[src/rtl/esop_seq_eval.sv]
// rtl/esop_seq_eval.sv - sequential programmable ESOP evaluator, one cube per cycle (two with ESOP_PAR2_EN)
//
// Optional feature macro: ESOP_PAR2_EN (evaluate two cubes per EVAL cycle).
//
// Ports:
//   clk, rst_n                 clock, asynchronous active-low reset
//   cfg_we/cfg_addr/cfg_mask/cfg_pol   cube write (IDLE only)
//   cfg_n_we/cfg_ncubes        active cube count write (IDLE only, clamped to MAX_CUBES)
//   in_valid/in_ready/in_x     input vector handshake
//   out_valid/out_ready/out_o  result handshake
//   busy                       high while a transaction is in flight (EVAL or DONE)

module esop_seq_eval #(
    parameter int NVARS     = 21,
    parameter int MAX_CUBES = 32,
    parameter int CIDX_W    = $clog2(MAX_CUBES)
) (
    input  logic              clk,
    input  logic              rst_n,
    input  logic              cfg_we,
    input  logic [CIDX_W-1:0] cfg_addr,
    input  logic [NVARS-1:0]  cfg_mask,
    input  logic [NVARS-1:0]  cfg_pol,
    input  logic              cfg_n_we,
    input  logic [CIDX_W:0]   cfg_ncubes,
    input  logic              in_valid,
    output logic              in_ready,
    input  logic [NVARS-1:0]  in_x,
    output logic              out_valid,
    input  logic              out_ready,
    output logic              out_o,
    output logic              busy
);

    localparam int NW = CIDX_W + 1;

`ifdef ESOP_PAR2_EN
    localparam logic [NW-1:0] STEP = NW'(2);
`else
    localparam logic [NW-1:0] STEP = NW'(1);
`endif

    typedef enum logic [1:0] {
        IDLE = 2'd0,
        EVAL = 2'd1,
        DONE = 2'd2
    } state_t;

    state_t state, state_nx;

    logic [NVARS-1:0] mask_mem [MAX_CUBES];
    logic [NVARS-1:0] pol_mem  [MAX_CUBES];
    logic [NW-1:0]    n_cubes;
    logic [NVARS-1:0] x_lat;
    logic [NW-1:0]    idx;
    logic             acc;

    logic             hit_a;
    logic             hit_b;
    logic             last_step;

    function automatic logic cube_match(input logic [NVARS-1:0] x,
                                        input logic [NVARS-1:0] m,
                                        input logic [NVARS-1:0] p);
        return &((x ~^ p) | ~m);
    endfunction

    // Slots beyond N contribute nothing; this also lets N=0 pass through a
    // single empty EVAL cycle so the latency is never below one cycle.
    assign hit_a = (idx < n_cubes) &&
                   cube_match(x_lat, mask_mem[idx[CIDX_W-1:0]], pol_mem[idx[CIDX_W-1:0]]);

`ifdef ESOP_PAR2_EN
    logic [NW-1:0] idx_b;
    assign idx_b = idx + NW'(1);
    assign hit_b = (idx_b < n_cubes) &&
                   cube_match(x_lat, mask_mem[idx_b[CIDX_W-1:0]], pol_mem[idx_b[CIDX_W-1:0]]);
`else
    assign hit_b = 1'b0;
`endif

    assign last_step = ((idx + STEP) >= n_cubes);

    always_ff @(posedge clk or negedge rst_n) begin
        if (!rst_n) begin
            state <= IDLE;
        end else begin
            state <= state_nx;
        end
    end

    always_comb begin
        state_nx  = state;
        in_ready  = 1'b0;
        out_valid = 1'b0;
        out_o     = 1'b0;
        busy      = 1'b1;
        case (state)
            IDLE: begin
                in_ready = 1'b1;
                busy     = 1'b0;
                if (in_valid) begin
                    state_nx = EVAL;
                end
            end
            EVAL: begin
                if (last_step) begin
                    state_nx = DONE;
                end
            end
            DONE: begin
                out_valid = 1'b1;
                out_o     = acc;
                if (out_ready) begin
                    state_nx = IDLE;
                end
            end
            default: begin
                state_nx = IDLE;
            end
        endcase
    end

    // Cube storage; writes land on the accept edge too, so the vector being
    // accepted is evaluated against the freshly written contents.
    always_ff @(posedge clk or negedge rst_n) begin
        if (!rst_n) begin
            for (int i = 0; i < MAX_CUBES; i++) begin
                mask_mem[i] <= '0;
                pol_mem[i]  <= '0;
            end
            n_cubes <= '0;
        end else if (state == IDLE) begin
            if (cfg_we && (32'(cfg_addr) < MAX_CUBES)) begin
                mask_mem[cfg_addr] <= cfg_mask;
                pol_mem[cfg_addr]  <= cfg_pol;
            end
            if (cfg_n_we) begin
                if (32'(cfg_ncubes) > MAX_CUBES) begin
                    n_cubes <= NW'(MAX_CUBES);
                end else begin
                    n_cubes <= cfg_ncubes;
                end
            end
        end
    end

    always_ff @(posedge clk or negedge rst_n) begin
        if (!rst_n) begin
            x_lat <= '0;
            acc   <= 1'b0;
            idx   <= '0;
        end else begin
            case (state)
                IDLE: begin
                    if (in_valid) begin
                        x_lat <= in_x;
                        acc   <= 1'b0;
                        idx   <= '0;
                    end
                end
                EVAL: begin
                    acc <= acc ^ hit_a ^ hit_b;
                    idx <= idx + STEP;
                end
                default: begin
                end
            endcase
        end
    end

endmodule

[config.mk]
export PLATFORM = sky130hd
export DESIGN_NAME = esop_seq_eval
export DESIGN_NICKNAME = d
export VERILOG_FILES = /design/src/rtl/esop_seq_eval.sv
export SDC_FILE = /design/constraint.sdc
export NUM_CORES = 2
export LEC_CHECK = 0
export BUFFER_PORTS_ARGS = -buffer_cell sky130_fd_sc_hd__buf_2
export CAP_MARGIN = 20
export CORE_MARGIN = 2
export CORE_UTILIZATION = 68
export DETAILED_ROUTE_END_ITERATION = 16
export HOLD_SLACK_MARGIN = 0.03
export PLACE_DENSITY = 0.87
export SLEW_MARGIN = 10
export SYNTH_ARGS = -nofsm -noshare
export SYNTH_HDL_FRONTEND = slang
export SYNTH_SLANG_ARGS = --single-unit
[constraint.sdc]
create_clock -name clk -period 6.27 [get_ports clk]
set_input_delay 0.627 -clock clk [delete_from_list [all_inputs] [get_ports clk]]
set_output_delay 0.627 -clock clk [all_outputs]
set_load 0.01 [all_outputs]
After elaboration in Yosys (flattened, before gate mapping):

Cells that the tools add are included.
W data, S select, Z words.

* add/subtract/negate cells: 1
* magnitude comparators: 6
* equal/unequal tests: 5
* mux-type cells: 23
* bitwise gates (word level): 6
* reductions and logical operators: 10

Operators with widths (count)
* $bwmux W672: 2
* $bmux W21 S5: 2
* $demux W21 S5: 1
* $mux W21: 5
* $not A21 Y21: 1
* $or A21 B21 Y21: 1
* $reduce_and A21 Y1: 1
* $xnor A21 B21 Y21: 1
* $ge A6 B6 Y1 const B: 2
* $mux W6: 2
* $not A5 Y6: 2
* $pmux W6 S2: 1
* $reduce_and A2 Y1: 4
* $add A6 B1 Y6 const B: 1
* $ge A6 B6 Y1: 1
* $gt A6 B6 Y1 const B: 1
* $lt A6 B1 Y1 const B: 1
* $lt A6 B6 Y1: 1
* $mux W2: 3
* $ne A2 B2 Y1 const B: 3
* $pmux W2 S3: 1
* $mux W1: 5
* $reduce_and A3 Y1: 1
* $eq A2 B1 Y1 const B: 1
* other kinds (6): 7

* flip-flop bits (word level): 1380
* input bits: 80
* output and inout bits: 4
* logic and storage cells: 120

Longest topological paths before layout:

* depth after elaboration: 10
* depth in mapped cells: 16
* depth with buffers taken out: 11

Worst setup path before layout:

Ideal clock, no wire load.

* path type: reg2reg
* start: register idx[0]
* end: register acc
* library setup time: 129 ps
* arrival: 2708 ps
* required time: 6141 ps
* path slack: 3433 ps
* cell stages (with the launch flop): 15
* buffers on the path: 6
* period minus slack after synthesis: 2837 ps
* path through: dfrtp_1 > buf_6 > buf_12 > buf_6 > buf_6 > buf_4 > buf_2 > mux2_2 > a22oi_1 > o21ai_0 > a31oi_1 > nand4_1 > nor4_1 > o221ai_1 > mux2i_1

* cells in the longest elaborated chain, start to end: 10
* elaborated cells between the ends (all ways): 15
* classes of those cells: order compare: 1; mux: 7; bitwise: 5; reduce/logical: 2

RTL lines
* start: declaration: line 55 `logic [NW-1:0] idx;`
* start signal: assignment: line 164 `idx <= idx + STEP;`
* $not A5 Y6 (implied by the code): line 71 `cube_match(x_lat, mask_mem[idx[CIDX_W-1:0]], pol_mem[idx[CIDX_W-1:0]]);`
* $bmux W21 S5: line 71
* $mux W21 (implied by the code) (2 in a row): line 71
* $xnor A21 B21 Y21 or $not A21 Y21 (tied branches): line 65 `return &((x ~^ p) | ~m);`
* $or A21 B21 Y21: line 65
* $reduce_and A21 Y1: line 65
* $logic_and A1 B1 Y1 (*): line 70 `assign hit_a = (idx < n_cubes) &&`
* $xor A1 B1 Y1 (*): line 163 `acc <= acc ^ hit_a ^ hit_b;`
* $pmux W1 S2 (*): line 154 `case (state)`
* end signal: assignment: line 163
* end: declaration: line 56 `logic acc;`

Mark *: on every way between the ends. The rest lies on a longest branch, timed or not. The select of a mux whose other input is x is not followed.
A chain may end at the register's enable or synchronous reset.

Worst setup path in the final report:

Same ends and word-level chain as after synthesis.

==> run summary <==
For this run, design rule violations remaining after detail routing come to 0. The fraction of power spent switching nets is 30.5%. The worst-case headroom to the max-slew limit is 21.4%.

The number of slew-limit violations in the final report is 0. In this run the worst path has a maximum fanout of 61. The sequential group share of total power came out at 43.6%.

The area growth from synthesis to layout is 9.21%. The site row count is 112. The critical path contains buffers and inverters numbering 2 combined. The latest clock arrival within the worst-skew pair is 770 ps. The clock sink count came out at 1380. Summed over all nets, the switching power comes to 9.22 mW. The global-route wire length before repair came out at 253000 µm. Among all flip-flop cells after synthesis, the most frequent one is dfrtp_1. The number of enable flip-flop cells after synthesis came out at 0.

The cell seen most often among critical-path stages is mux4_2. The overall routed net length came out at 167000 µm. The final layout contains 4192 nets. The worst setup path is captured at a register. The first routing iteration left 4308 violations.

Global routing used 36.1% of the available tracks. The die extent in y is 309 µm. For this run, the detailed router's first-pass iteration total came to 5. CTS built an H-tree with a depth of 4. The starting utilization of the core area is 68.3%. Internal power comes to 21.0 mW. The proportion of synthesized flip-flops having asynchronous set or reset is 100%. Setup repair after global routing left no endpoint under its margin. The cell type of the slowest stage on the worst timing path is dfrtp_4. Counting the fill cells in the layout gives 5383.

The leakage dissipation came out at 32.5 nW. In this run the worst hold path is classified as input pin to register. The largest incremental delay on the critical path is 890 ps.

Per report_power, the combinational group accounts for 28.1% of the total. The average routed wire per standard cell is 30.6 µm. The power density over the cells came out at 436 nW/µm². STA classifies the critical path startpoint as a register. The final hold violation count came to 0. The net count of the mapped netlist is 4288. The post-synthesis instance area is 63400 µm².

The arrival time of the worst setup path came out at 5080 ps. Counting the buffers created by CTS gives 140. Clock-pin slew was measured on the worst setup and hold paths at 70 ps. The gate count of the mapped netlist came out at 4195. The maximum clock skew at final layout is 42.9 ps. In this run the clock root is driven by a clkbuf_16.

The required time reported for the critical path endpoint came out at 6920 ps. The distinct cell type count of the synthesized netlist came out at 68. The region available for standard cell placement spans 92900 µm². The kind of cell with the highest combined delay along the critical path is multiplexers.

The register bit total from synthesis is 1380. The die covers 95700 µm². The critical path in this run is classified as register to register. The count of synthesis-stage warnings from yosys came out at 0. TritonCTS built the clock tree. The share of layout cells above drive strength 1 came out at 49.0%. The die span in x came out at 309 µm. At the pin with the least slew margin, the transition time is 1180 ps. The maximum vdd drop came out at 358 µV. The fraction of the yosys area taken by sequential cells came out at 54.4%.

Hold timing on the final database bottoms out at a slack of 91.1 ps. The clock network burns 28.2% of the power. For this run the aggregate overflow at the end of global routing stands at 0. The maximum count of clock buffers along a single path came out at 3. Entering global routing, the biggest net connects 188 pins.

The final weighted congestion of routability-driven global placement came out at 0.856. The tool flagged a number of max-cap violations equal to 0. The total of endpoints with negative setup slack in the final report came out at 0. The via count of the first global-routing pass is 39736. The mean cell area of the mapped netlist is 15.1 µm².

In the routed layout, each cell is associated on average with a via count of 6.94. The highest clock rate is 0.225 GHz. The routed layout has 37893 vias. The half-perimeter wire length of the detailed placement result is 94800 µm. The number of nets with antenna violations after detailed routing is 0. Traced cell by cell, the critical path runs through buf_12 -> buf_4 -> mux4_2 -> mux4_2 -> xor2_1 -> a22o_1 -> a221o_1 -> nor4_2 -> o221ai_1 -> mux2i_1. The flow ran to the end, and the final reports show no timing, DRC or antenna violations. The count of buffers from port buffering is 83. The number of antenna violations at the first check in global routing came out at 9.

The final clock period utilization by the worst path is 70.8%. The number of primary I/O pins is 84. The total negative slack for setup checks is 0 ps. The post-layout minimum cycle time is 4440 ps.
-- metal layers --
layer / part of all wire, % / track usage, % / up-vias / routed length [µm]
met5: 0.016 / 0 / - / 27
met3: 8.9 / 8.41 / 473 / 14900
li1: - / - / 15295 / -
met4: 4.9 / 17.4 / 4 / 8230
met1: 40 / 49.7 / 20306 / 66100
met2: 47 / 54.9 / 1815 / 77900
-- cell families after synthesis --
family | synth area share [%]
xor gates and xnor gates | 1.44
DFF | 54.4
muxes | 36.2
buffers and inverters | 3.05
AOI/OAI and AO/OA | 2.61
adders and majority gates | 0.256
and+or+nand+nor | 2.03
-- cells in the final DEF, fill, tap and decap left out, types with 22 or more instances in the layout --
master     count
mux2_2      1376
dfrtp_1     1376
mux4_2       260
mux2i_1      157
clkbuf_16    144
buf_2         82
xor2_1        68
buf_4         61
nand2_1       56
clkbuf_1      37
xnor2_1       36
nor2_1        32
a21oi_1       31
o21ai_0       30
clkbuf_8      28
a31oi_1       27
nand3_1       26
o221ai_1      26
nor3_1        24
o22ai_1       22
-- repair_timing --
action,in CTS,in global routing
hold endpoints to repair,108,0
hold buffers,1,0
setup buffers,0,0
gates resized for setup,0,0
-- Yosys cell counts, drive strengths merged, types with 4 or more instances --
cell,number,area share [%]
o21ai,33,0.26
a221oi,19,0.31
nor4,10,0.11
xor2,68,0.94
nor3,24,0.19
o22ai,22,0.22
xnor2,36,0.50
nand2,70,0.41
mux2i,157,2.5
a22oi,23,0.29
ha,13,0.26
nand4,5,0.049
o221ai,26,0.36
inv,21,0.12
a31oi,27,0.27
nor3b,8,0.095
and3,14,0.14
a211oi,8,0.095
a32o,4,0.063
nor2b,10,0.099
nand2b,13,0.13
and2,6,0.059
a21oi,31,0.24
dfrtp,1380,54
mux2,1378,24
clkbuf,251,1.5
buf,146,1.4
nor2,47,0.28
mux4,260,9.2
nand3,26,0.21
or3,6,0.059
nand4b,5,0.069
a22o,12,0.17
-- final timing paths --
path,cells past startpoint,slack (ps),from,endpoint
setup / recovery,10,1830,idx[0],acc
hold / removal,2,90,in_x[11],x_lat[11]
setup reg to reg,10,1830,idx[0],acc
hold reg to reg,1,500,mask_mem[431],mask_mem[431]
max in group asynchronous,3,4190,rst_n,mask_mem[54]
min in group asynchronous,2,490,rst_n,mask_mem[148]
-- registers in the layout, summed over array words and instances, names as in the netlist --
register  cells
pol_mem     672
n_cubes       6
mask_mem    672
state         2
x_lat        21
acc           1
idx           6
-- stage by stage --
stage / utilization [%] / total power, mW / cells / cell area (µm²) / setup slack (ps)
2_1_floorplan: - / 19.2 / 4195 / 63400 / 3430
6_report: 74.6 / 30.2 / 5464 / 69300 / 1830
5_1_grt: 74.6 / 31.4 / 5464 / 69300 / 1570
4_1_cts: 74.5 / 30.2 / 5459 / 69200 / 1860
3_3_place_gp: 69.4 / 21.1 / 5205 / 64500 / 2000
3_5_place_dp: 69.5 / 21.6 / 5207 / 64600 / 1980
-- power by group through the flow --
stage | Sequential, mW | Clock [mW] | Combinational [mW]
2_1_floorplan | 12.4 | 0 | 6.77
3_3_place_gp | 13.0 | 0 | 8.10
3_5_place_dp | 13.2 | 0 | 8.34
4_1_cts | 13.1 | 8.58 | 8.47
5_1_grt | 13.4 | 8.97 | 9.03
6_report | 13.2 | 8.54 | 8.51
-- final cells by class --
type	count	area, µm²	share of cell area, %
inverter	21	80.1	0.116
tap	1254	1570	2.27
clock buffer	209	4130	5.96
multi-input combinational	2397	27200	39.3
sequential	1380	34500	49.9
antenna	2	5.00	0.00722
timing repair buffer	159	1190	1.72
clock inverter	42	553	0.798
(Power assumes the default switching activity.)
